## config.mk

```make
export PLATFORM = sky130hd
export DESIGN_NAME = divisor_sub_desloca
export DESIGN_NICKNAME = d
export VERILOG_FILES = /design/src/rtl/divisor_sub_desloca_pkg.sv /design/src/rtl/divisor_sub_desloca_acc_div.sv /design/src/rtl/divisor_sub_desloca.sv
export SDC_FILE = /design/constraint.sdc
export NUM_CORES = 1
export LEC_CHECK = 0
export CAP_MARGIN = 0
export CORE_MARGIN = 8
export CORE_UTILIZATION = 30
export CTS_CLUSTER_DIAMETER = 40
export DETAILED_ROUTE_END_ITERATION = 8
export GPL_TIMING_DRIVEN = 1
export SLEW_MARGIN = 20
export SYNTH_ARGS = -nofsm -noshare
export SYNTH_HDL_FRONTEND = slang
export SYNTH_SLANG_ARGS = --single-unit
```

## constraint.sdc

```tcl
create_clock -name clk -period 3 [get_ports clk]
set_input_delay 0.9 -clock clk [delete_from_list [all_inputs] [get_ports clk]]
set_output_delay 0.9 -clock clk [all_outputs]
set_load 0.02 [all_outputs]
```

## src/rtl/divisor_sub_desloca_pkg.sv

```systemverilog
// Shared widths, iteration count and FSM encoding for the shift-subtract divider.
package divisor_sub_desloca_pkg;
  localparam int DIVIDEND_W = 8;
  localparam int DIVISOR_W  = 4;
  localparam int ACC_W      = 9;
  localparam int N_ITER     = 4;

  localparam logic [1:0] ITER_LAST = 2'(N_ITER - 1);

  typedef enum logic [1:0] {
    IDLE  = 2'd0,
    CHECK = 2'd1,
    ITER  = 2'd2,
    DONE  = 2'd3
  } state_t;
endpackage

```

## src/rtl/divisor_sub_desloca_acc_div.sv

```systemverilog
// 9-bit accumulator for restoring division: load > shift(+subtract) > hold, one edge per step.
// No flow control; the controlling FSM decides every cycle what happens.
module acc_div
  import divisor_sub_desloca_pkg::*;
(
  input  logic                 clk,
  input  logic                 rst,
  input  logic                 load,
  input  logic                 sh,
  input  logic                 su,
  input  logic [ACC_W-1:0]     din,
  input  logic [DIVISOR_W-1:0] dvr,
  output logic [ACC_W-1:0]     acc,
  output logic                 fits
);

  logic [ACC_W-1:0]     t;
  logic [DIVISOR_W-1:0] diff;

  // The difference always fits in 4 bits when fits is true, so the low nibble
  // of t[7:4] - dvr is exact even if t[8] is set.
  always_comb begin
    t    = {acc[ACC_W-2:0], 1'b0};
    fits = (t[8:4] >= {1'b0, dvr});
    diff = t[7:4] - dvr;
  end

  always_ff @(posedge clk) begin
    if (rst) begin
      acc <= '0;
    end else if (load) begin
      acc <= din;
    end else if (sh) begin
      if (su) acc <= {1'b0, diff, t[3:1], 1'b1};
      else    acc <= t;
    end
  end

endmodule

```

## src/rtl/divisor_sub_desloca.sv

```systemverilog
// 8/4 unsigned restoring divider: pronto 6 cycles after accept (2 on overflow).
// No backpressure; st is only honoured in IDLE, results hold until the next accept.
module divisor_sub_desloca
  import divisor_sub_desloca_pkg::*;
(
  input  logic                  clk,
  input  logic                  rst,
  input  logic                  st,
  input  logic [DIVIDEND_W-1:0] dividendo,
  input  logic [DIVISOR_W-1:0]  divisor,
  output logic [3:0]            quociente,
  output logic [3:0]            resto,
  output logic                  v,
  output logic                  pronto
);

  state_t               state, next_state;
  logic [1:0]           cnt;
  logic [DIVISOR_W-1:0] dvr;
  logic [ACC_W-1:0]     acc;
  logic [ACC_W-1:0]     din;
  logic                 load, sh, su, fits, ovf;

  acc_div u_acc (
    .clk  (clk),
    .rst  (rst),
    .load (load),
    .sh   (sh),
    .su   (su),
    .din  (din),
    .dvr  (dvr),
    .acc  (acc),
    .fits (fits)
  );

  // Quotient cannot fit in 4 bits when the top nibble already reaches the divisor.
  assign ovf = (acc[7:4] >= dvr);
  assign su  = sh & fits;

  always_comb begin
    next_state = state;
    load       = 1'b0;
    sh         = 1'b0;
    din        = '0;
    case (state)
      IDLE: begin
        if (st) begin
          load       = 1'b1;
          din        = {1'b0, dividendo};
          next_state = CHECK;
        end
      end
      CHECK: begin
        if (ovf) begin
          load       = 1'b1;
          next_state = DONE;
        end else begin
          next_state = ITER;
        end
      end
      ITER: begin
        sh = 1'b1;
        if (cnt == ITER_LAST) next_state = DONE;
      end
      DONE: next_state = IDLE;
      default: next_state = IDLE;
    endcase
  end

  always_ff @(posedge clk) begin
    if (rst) begin
      state <= IDLE;
      cnt   <= '0;
      dvr   <= '0;
      v     <= 1'b0;
    end else begin
      state <= next_state;
      case (state)
        IDLE: begin
          if (st) begin
            dvr <= divisor;
            v   <= 1'b0;
          end
        end
        CHECK: begin
          if (ovf) v   <= 1'b1;
          else     cnt <= '0;
        end
        ITER:    cnt <= cnt + 2'd1;
        default: ;
      endcase
    end
  end

  assign quociente = acc[3:0];
  assign resto     = acc[7:4];
  assign pronto    = (state == DONE);

endmodule
```

==> results of run 1 <==
==> final timing paths <==
path,end,slack [ns],start
setup / recovery,pronto,0.68,state[1]$_SDFFE_PP0P_
hold / removal,dvr[3]$_SDFFE_PP0P_,0.46,dvr[3]$_SDFFE_PP0P_
setup reg to reg,u_acc.acc[5]$_SDFFE_PP0P_,0.99,u_acc.acc[4]$_SDFFE_PP0P_
hold reg to reg,dvr[3]$_SDFFE_PP0P_,0.46,dvr[3]$_SDFFE_PP0P_
==> power by group <==
part / switching, mW / internal [mW]
logic: 0.526 / 0.428
registers: 0.0682 / 0.293
clock network: 0.0774 / 0.0942
==> kinds of logic (layout without fill, tap and decap cells) <==
logic type	Yosys count	count (layout)	synth area share (%)
multiplexers	4	4	3.520
flip-flops	17	17	28.16
adder cells (fa/ha/maj)	14	14	15.11
AO/OA/AOI/OAI	41	41	26.50
buffers and inverters	15	39	4.761
XOR/XNOR	1	1	0.7248
AND/OR/NAND/NOR	51	51	21.22
==> area by class of cell <==
type	instances	share of cell area, %
repair buffers	25	16.05
clock buffers	4	2.917
flip-flops and latches	17	22.04
multi-input cells	111	52.51
well taps	50	4.052
inverters	10	2.431
==> Yosys cell counts <==
cell type and count:
nand2_1 19, dfxtp_1 17, nor2_1 14, ha_1 13
inv_1 10, a21oi_1 8, o21ai_0 8, o21a_1 5
nand2b_1 4, a22oi_1 3, clkbuf_1 3, nor2b_1 3
a211oi_1 2, and2_1 2, mux2_2 2, mux2i_1 2
a2111o_1 1, a211o_2 1, a211oi_2 1, a21oi_4 1
a221oi_1 1, a311o_1 1, a31oi_1 1, a31oi_4 1
buf_1 1, buf_2 1, fa_1 1, nand2_2 1
nand2_4 1, nand2b_4 1, nand4_1 1, nand4b_1 1
nor3_1 1, nor3b_1 1, nor4_1 1, o211ai_2 1
o21ai_1 1, o21bai_1 1, o221a_2 1, o311ai_1 1
o31ai_1 1, o41ai_2 1, or4_4 1, xor2_1 1
==> through the flow <==
step / cell area, µm² / power (mW) / hold WS (ns) / setup slack [ns]
6_report: 1544 / 1.487 / 0.4645 / 0.6784
5_1_grt: 1544 / 1.610 / 0.4808 / 0.6221
4_1_cts: 1544 / 1.499 / 0.4672 / 0.6665
3_5_place_dp: 1499 / 1.318 / 0.4572 / 0.6647
3_3_place_gp: 1499 / 1.298 / 0.4529 / 0.6974
2_1_floorplan: 1209 / 1.076 / 0.4363 / 0.9769
==> layer usage <==
| layer | global-route usage, % | part of all wire (%) | wire (µm) |
|---|---|---|---|
| met1 | 11.48 | 43 | 1315 |
| met4 | 5.000 | 1.4 | 42 |
| met3 | 1.914 | 3.8 | 116 |
| met2 | 17.28 | 51 | 1548 |
| met5 | 0 | 0 | 0 |
==> critical path, delay by kind of cell (launching register included) <==
kind	cells	cell delay, ns
adder cells (fa/ha/maj)	1	0.17
buffers and inverters	1	0.60
flip-flops	1	0.40
==> state kept, by name (all words and copies together) (netlist names) <==
signal	cells
v	1
state	2
dvr	4
cnt	2
u_acc.acc	8
==> metrics.cfg, run 1 <==
[finish]
final_common_cell = clkdlybuf4s50_1
utilization_pct = 39.16
n_antenna_cell = 0
nets = 197
register_area_um2 = 340.3
area_growth_pct = 27.74
multiInputGateArea_um2 = 810.8
drive_gt1_share_pct = 10.18
mostFrequentLayoutCells = clkdlybuf4s50_1 (24), nand2_1 (19), dfxtp_1 (17)
fin_cells = 217
n_fill_cell = 395

[min_path]
hold_depth = 2
hold_class = reg -> reg

[sta]
relSlewSlack_pct = 49.00
setup_viol = 0
tightest_slew_ns = 0.7651
slew_viol_final = 0
fin_crit_sh_pct = 77.39
fin_worst_skew_ns = 0.003036
max_freq_mhz = 430.7
rsz0062_at_grt = false
finalHoldViolCount = 0
setup-tns-final_ns = 0
period_needed_ns = 2.322

[setup_path]
arrival_ns = 1.42
cp.required_ns = 2.10
reg2reg_depth = 7
crit_type = reg -> out
path_max_fanout = 5
slowest_stage = clkdlybuf4s50_1
cp-start-kind = flop
cp_cell_sequence = ha_1 > clkdlybuf4s50_1
cp-end-kind = output port
crit_path_max_incr_delay_ns = 0.60

[power]
ir_drop_mv = 0.2898
leakagePower_nw = 0.5794
powerDensity_nw_per_um2 = 963.2

[clocking]
ctsHoldBuffers = 0
clk_pin_slew_worst_paths_ns = 0.07
clk_latency_ns = 0.25
tritoncts = done
cts_buffers = 3
root_buffer = clkbuf_8
cts_max_path_buffers = 2
post-cts-setup-buffer-count = 0
cts.sinks = 17
cts_resized = 0
h-tree-depth = 1

[yosys]
synth_area_um2 = 1209
syn_inst = 143
ys_warn_count = 0
ys_types = 44
synth_area_leaders = dfxtp_1 (28%), ha_1 (13%), nand2_1 (5.9%)
avgSynthCellArea_um2 = 8.452
syn_nets = 172
ys_seq_area_share_pct = 28.16
ys_ff_latch = 17
yosysTopAreaCell = dfxtp_1
yosysTopAreaCellShare_pct = 28.16

[place]
io_buffers = 24
hpwl_mm = 2.370
post-place-cells = 213
gp_congestion = 0.8928

[floorplan]
fp.dieW_um = 79.48
start_util_pct = 30.66
std_cell_rows = 23
fp.dieH_um = 79.48
dieArea_um2 = 6316
core_um2 = 3943
ios = 25

[outcome]
status = finished clean

[global_routing]
grt_pass1_vias = 1111
grt_overflow = 0
grt_max_degree = 23
antenna_found_initial = 0
grt_usage_pct = 10.03
grt_pass1_wl_mm = 5.154

[detailed_routing]
drt_wl_total_mm = 3.023
firstDrtPassIters = 4
wl_per_cell_um = 13.93
via_count = 1069
post-route-drc-count = 0
drt-vias-per-instance = 4.926
drt_iter0_markers = 60
ant_nets = 0

[run]
cap_violations = 0

No activity file was read; power rests on OpenSTA's default activity.
==> inputs of run 2 (changes only) <==
==> constraint.sdc (replaced) <==
create_clock -name clk -period 2.27 [get_ports clk]
set_input_delay 0.681 -clock clk [delete_from_list [all_inputs] [get_ports clk]]
set_output_delay 0.681 -clock clk [all_outputs]
set_load 0.02 [all_outputs]
==> run 2 against run 1 <==
Compared with the run above: combinational power up 34%; critical endpoint unchanged; non-clock buffer count up 3; final cell count up 1.4%; largest power group unchanged.
==> metrics.cfg, run 2 (synthesis results as in run 1) <==
[outcome]
status = finished clean

[finish]
utilization_pct = 39.73
n_fill_cell = 387
register_area_um2 = 340.3
n_antenna_cell = 0
drive_gt1_share_pct = 11.76
multiInputGateArea_um2 = 810.8
top_regs = u_acc.acc: 8 flops, dvr: 4 flops
mostFrequentLayoutCells = clkdlybuf4s50_1 (24), nand2_1 (19), dfxtp_1 (17)
final_common_cell = clkdlybuf4s50_1
area_growth_pct = 29.61
largest_register_ffs = 8
largest_register = u_acc.acc
nets = 200

[detailed_routing]
drt_iter0_markers = 59
post-route-drc-count = 0
ant_nets = 0
drt_wl_total_mm = 2.929
drt-vias-per-instance = 5.073
via_count = 1116
wl_per_cell_um = 13.31
firstDrtPassIters = 4

[setup_path]
arrival_ns = 1.42
crit_type = reg -> out
r2r_slack_ns = 0.26
r2r-start = u_acc.acc[4]$_SDFFE_PP0P_
cp-start-kind = flop
r2r-end = u_acc.acc[5]$_SDFFE_PP0P_
cp.required_ns = 1.59
path_max_fanout = 5
reg2reg_depth = 7
cp-end-kind = output port

[clocking]
cts_resized = 0
clk_latency_ns = 0.25
cts_buffers = 3
clk_pin_slew_worst_paths_ns = 0.06
ctsHoldBuffers = 0
cts_max_path_buffers = 2
post-cts-setup-buffer-count = 0
root_buffer = clkbuf_8
tritoncts = done
h-tree-depth = 1
cts.sinks = 17

[place]
hpwl_mm = 2.372
io_buffers = 24
gp_congestion = 0.8810

[sta]
relSlewSlack_pct = 60.95
fin_worst_skew_ns = 0.003015
tightest_slew_ns = 0.5857
rsz0062_at_grt = false
finalHoldViolCount = 0
fin_crit_sh_pct = 92.44
setup-tns-final_ns = 0
slew_viol_final = 0
period_needed_ns = 2.098
setup_viol = 0
max_freq_mhz = 476.6

[power]
p_int_mw = 1.102
leakagePower_nw = 0.5943
ir_drop_mv = 0.3864
power.share.clock_pct = 11.2
p_switching_mw = 0.8835
comb_power_share_pct = 64.7
p_sw_share_pct = 44.50
p_seq_share_pct = 24.0
powerDensity_nw_per_um2 = 1267

[floorplan]
start_util_pct = 30.66
ios = 25
fp.dieW_um = 79.48
std_cell_rows = 23
core_um2 = 3943
dieArea_um2 = 6316
fp.dieH_um = 79.48

[global_routing]
grt_overflow = 0
grt_pass1_wl_mm = 4.885
antenna_found_initial = 0
grt_pass1_vias = 1117
grt_usage_pct = 9.380
grt_max_degree = 18

[min_path]
hold_path_startpoint = dvr[2]$_SDFFE_PP0P_
hold_depth = 2
min_to = dvr[2]$_SDFFE_PP0P_
hold_class = reg -> reg

[run]
cap_violations = 0

==> run 2: changes by cell type in the layout (fill, tap and decap cells not counted) <==
cell / delta
buf_4: +3
==> run 2: how the worst max path moves through the flow <==
stage	from	end	slack [ns]	depth (start not counted)
2_1_floorplan	u_acc.acc[4]$_SDFFE_PP0P_	u_acc.acc[5]$_SDFFE_PP0P_	0.25	7
3_3_place_gp	u_acc.acc[4]$_SDFFE_PP0P_	u_acc.acc[5]$_SDFFE_PP0P_	0.26	7
3_5_place_dp	st	u_acc.acc[6]$_SDFFE_PP0P_	0.26	5
4_1_cts	state[1]$_SDFFE_PP0P_	pronto	0.15	2
5_1_grt	state[1]$_SDFFE_PP0P_	pronto	0.1	2
6_report	state[1]$_SDFFE_PP0P_	pronto	0.17	2
==> run 2: stage by stage <==
step	setup WS [ns]	std cells	total power, mW	instance area (µm²)	hold slack [ns]
floorplan	0.2469	143	1.422	1209	0.4363
global placement	0.2610	216	1.751	1521	0.4483
detailed placement	0.2609	216	1.772	1521	0.4539
CTS	0.1499	220	2.009	1567	0.4645
global route	0.09916	220	2.150	1567	0.4878
finish	0.1717	220	1.985	1567	0.4605
==> run 2: layer usage <==
metal  track usage, %  routed length, µm
met5                0                  0
met4            6.111                 81
met3            1.464                102
met2            15.73               1414
met1            10.77               1330
==> run 2: layout make-up <==
type                    count  area share, %
inverters                  10          2.396
multi-input cells         111          51.76
well taps                  50          3.994
flip-flops and latches     17          21.73
clock buffers               4          2.875
repair buffers             28          17.25
==> run 2: worst max-delay path, cell delays in order, from the launching register on <==
cell             delay [ns]
dfxtp_1                0.39
ha_1                   0.17
clkdlybuf4s50_1        0.60
==> run 2: power groups by stage <==
stage | logic [mW] | clock network [mW] | registers, mW
global placement | 1.27 | 0 | 0.482
detailed placement | 1.29 | 0 | 0.484
finish | 1.28 | 0.223 | 0.477
floorplan | 0.901 | 0 | 0.522
CTS | 1.30 | 0.235 | 0.477
global route | 1.41 | 0.247 | 0.496
==> inputs of run 3 (changes only) <==
--- a/config.mk
+++ b/config.mk
@@ -8,10 +8,12 @@
 export CAP_MARGIN = 0
 export CORE_MARGIN = 8
 export CORE_UTILIZATION = 30
+export CTS_BUF_LIST = sky130_fd_sc_hd__clkbuf_8 sky130_fd_sc_hd__clkbuf_16
 export CTS_CLUSTER_DIAMETER = 40
 export DETAILED_ROUTE_END_ITERATION = 8
 export GPL_TIMING_DRIVEN = 1
 export SLEW_MARGIN = 20
 export SYNTH_ARGS = -nofsm -noshare
 export SYNTH_HDL_FRONTEND = slang
+export SYNTH_HIERARCHICAL = 1
 export SYNTH_SLANG_ARGS = --single-unit
==> constraint.sdc (replaced) <==
create_clock -name clk -period 2.27 [get_ports clk]
set_input_delay 0.227 -clock clk [delete_from_list [all_inputs] [get_ports clk]]
set_output_delay 0.227 -clock clk [all_outputs]
set_load 0.02 [all_outputs]
==> run 3 against run 2 <==
Compared with the run above: clock power rose by 2%; register-to-register slack got worse by 0.22 ns; critical path depth rose by 9; total power rose by 4.9%; first-iteration DRC count fell by 19%; design area rose by 11%; wire length rose by 12%; area after synthesis rose by 0.83%; sequential cell count did not move; non-clock buffer count rose by 15; sequential power fell by 0.8%; clock skew rose by 0.0036 ns; critical path type is now reg -> reg; largest cell class unchanged.
==> metrics.cfg, run 3 <==
[finish]
largest_register_ffs = 8
n_antenna_cell = 0
largest_register = u_acc/acc
top_regs = u_acc/acc: 8 flops, dvr: 4 flops
fin_cells = 246
mostFrequentLayoutCells = clkdlybuf4s50_1 (24), buf_4 (18), a21oi_1 (15)
n_fill_cell = 396
area_growth_pct = 42.71
nets = 226
drive_gt1_share_pct = 19.39
final_common_cell = clkdlybuf4s50_1

[power]
leakagePower_nw = 0.7132
ir_drop_mv = 0.5732
power.total_mw = 2.083
powerDensity_nw_per_um2 = 1198

[yosys]
ys_warn_count = 6
avgSynthCellArea_um2 = 7.812
synth_area_um2 = 1219
syn_inst = 156
syn_nets = 185

[setup_path]
crit_path_max_incr_delay_ns = 0.44
critPathBufInv = 1
slowest_stage = or4b_1
cpLargestDelayFamily = simple AND/OR/NAND/NOR gates
cp.required_ns = 2.43
cp.depth = 11
cp-start-kind = flop
worst_path_most_repeated_cell = a21o_1
arrival_ns = 2.40
cp_cell_sequence = inv_4 > ha_4 > nand2b_4 > a21o_1 > a21o_1 > a211o_1 > and2_4 > nand2_2 > or4b_1 > or3_1 > o311ai_1
crit_type = reg -> reg
cp-end-kind = flop
path_max_fanout = 3
reg2reg_depth = 11

[min_path]
hold_class = reg -> reg
hold_depth = 2

[run]
cap_violations = 0

[global_routing]
grt_overflow = 0
grt_usage_pct = 10.35
grt_max_degree = 20
grt_pass1_vias = 1137
antenna_found_initial = 0
grt_pass1_wl_mm = 5.416

[detailed_routing]
ant_nets = 0
firstDrtPassIters = 4
post-route-drc-count = 0
drt_iter0_markers = 48
drt_wl_total_mm = 3.279
via_count = 1193
drt-vias-per-instance = 4.850
wl_per_cell_um = 13.33

[clocking]
tritoncts = done
clk_latency_ns = 0.25
clk_pin_slew_worst_paths_ns = 0.07
cts.sinks = 17
cts_max_path_buffers = 2
cts_buffers = 3
root_buffer = clkbuf_8
h-tree-depth = 1

[place]
gp_congestion = 0.7790
post-place-cells = 240
hpwl_mm = 2.467
io_buffers = 24

[floorplan]
start_util_pct = 30.91
dieArea_um2 = 6358
core_um2 = 3943
ios = 25
fp.dieW_um = 79.74
std_cell_rows = 23
fp.dieH_um = 79.74

[sta]
fin_worst_skew_ns = 0.006640
relSlewSlack_pct = 83.33
finalHoldViolCount = 0
rsz0062_at_grt = true
slew_viol_final = 0
timing.hold.ws_ns = 0.4693
period_needed_ns = 2.234
fin_crit_sh_pct = 98.42
max_freq_mhz = 447.6
setup_viol = 0
tightest_slew_ns = 0.2483

[outcome]
status = finished clean

run 3: final timing paths:
| check | startpoint | slack [ns] | endpoint |
|---|---|---|---|
| max | u_acc/acc[3]$_SDFFE_PP0P_ | 0.04 | u_acc/acc[7]$_SDFFE_PP0P_ |
| max reg2reg | u_acc/acc[3]$_SDFFE_PP0P_ | 0.04 | u_acc/acc[7]$_SDFFE_PP0P_ |
| min reg2reg | dvr[2]$_SDFFE_PP0P_ | 0.47 | dvr[2]$_SDFFE_PP0P_ |
| min | dvr[2]$_SDFFE_PP0P_ | 0.47 | dvr[2]$_SDFFE_PP0P_ |
run 3: routing by layer:
| layer | vias to the layer above | track usage (%) | part of all wire (%) |
|---|---|---|---|
| met2 | 25 | 16.46 | 46 |
| met5 | - | 0 | 0 |
| met4 | 0 | 3.818 | 1.1 |
| li1 | 630 | - | - |
| met3 | 4 | 1.126 | 2.0 |
| met1 | 534 | 13.94 | 51 |
run 3: final cells by class:
class / count / area [µm²] / share of cell area (%)
flip-flops and latches: 17 / 346.6 / 19.93
inverters: 14 / 55.05 / 3.165
well taps: 50 / 62.56 / 3.597
clock inverters: 1 / 3.754 / 0.2158
multi-input cells: 118 / 834.6 / 47.99
clock buffers: 3 / 41.29 / 2.374
repair buffers: 43 / 395.4 / 22.73
run 3: per-stage QoR:
stage	util, %	TNS, ns	setup slack, ns	cell area (µm²)
6_report	44.11	0	0.03582	1739
5_1_grt	44.11	-0.03265	-0.03265	1739
4_1_cts	43.67	0	0.007106	1722
3_5_place_dp	41.26	-0.05659	-0.02988	1627
3_3_place_gp	41.26	0	0.006166	1627
2_1_floorplan	-	0	0.02451	1224
run 3: where the power goes:
group / switching, mW / total [mW] / internal (mW) / leakage, nW
clock: 0.107 / 0.227 / 0.120 / 0.0269
combinational: 0.721 / 1.38 / 0.663 / 0.546
sequential: 0.0796 / 0.473 / 0.393 / 0.141
run 3: worst register-to-register path, stage by stage, from the launching register on:
cell and delay (ns):
dfxtp_4 0.36, inv_4 0.04, ha_4 0.25, nand2b_4 0.11, a21o_1 0.11, a21o_1 0.11
a211o_1 0.12, and2_4 0.17, nand2_2 0.05, or4b_1 0.44, or3_1 0.31, o311ai_1 0.08
run 3: timing repair:
action                     4_1_cts  5_1_grt
resized for setup                6        5
cloned                           0        0
pin swaps                        5        1
setup endpoints to repair        3        3
hold buffers                     0        0
hold endpoints to repair         0        0
buffers inserted                 2        0
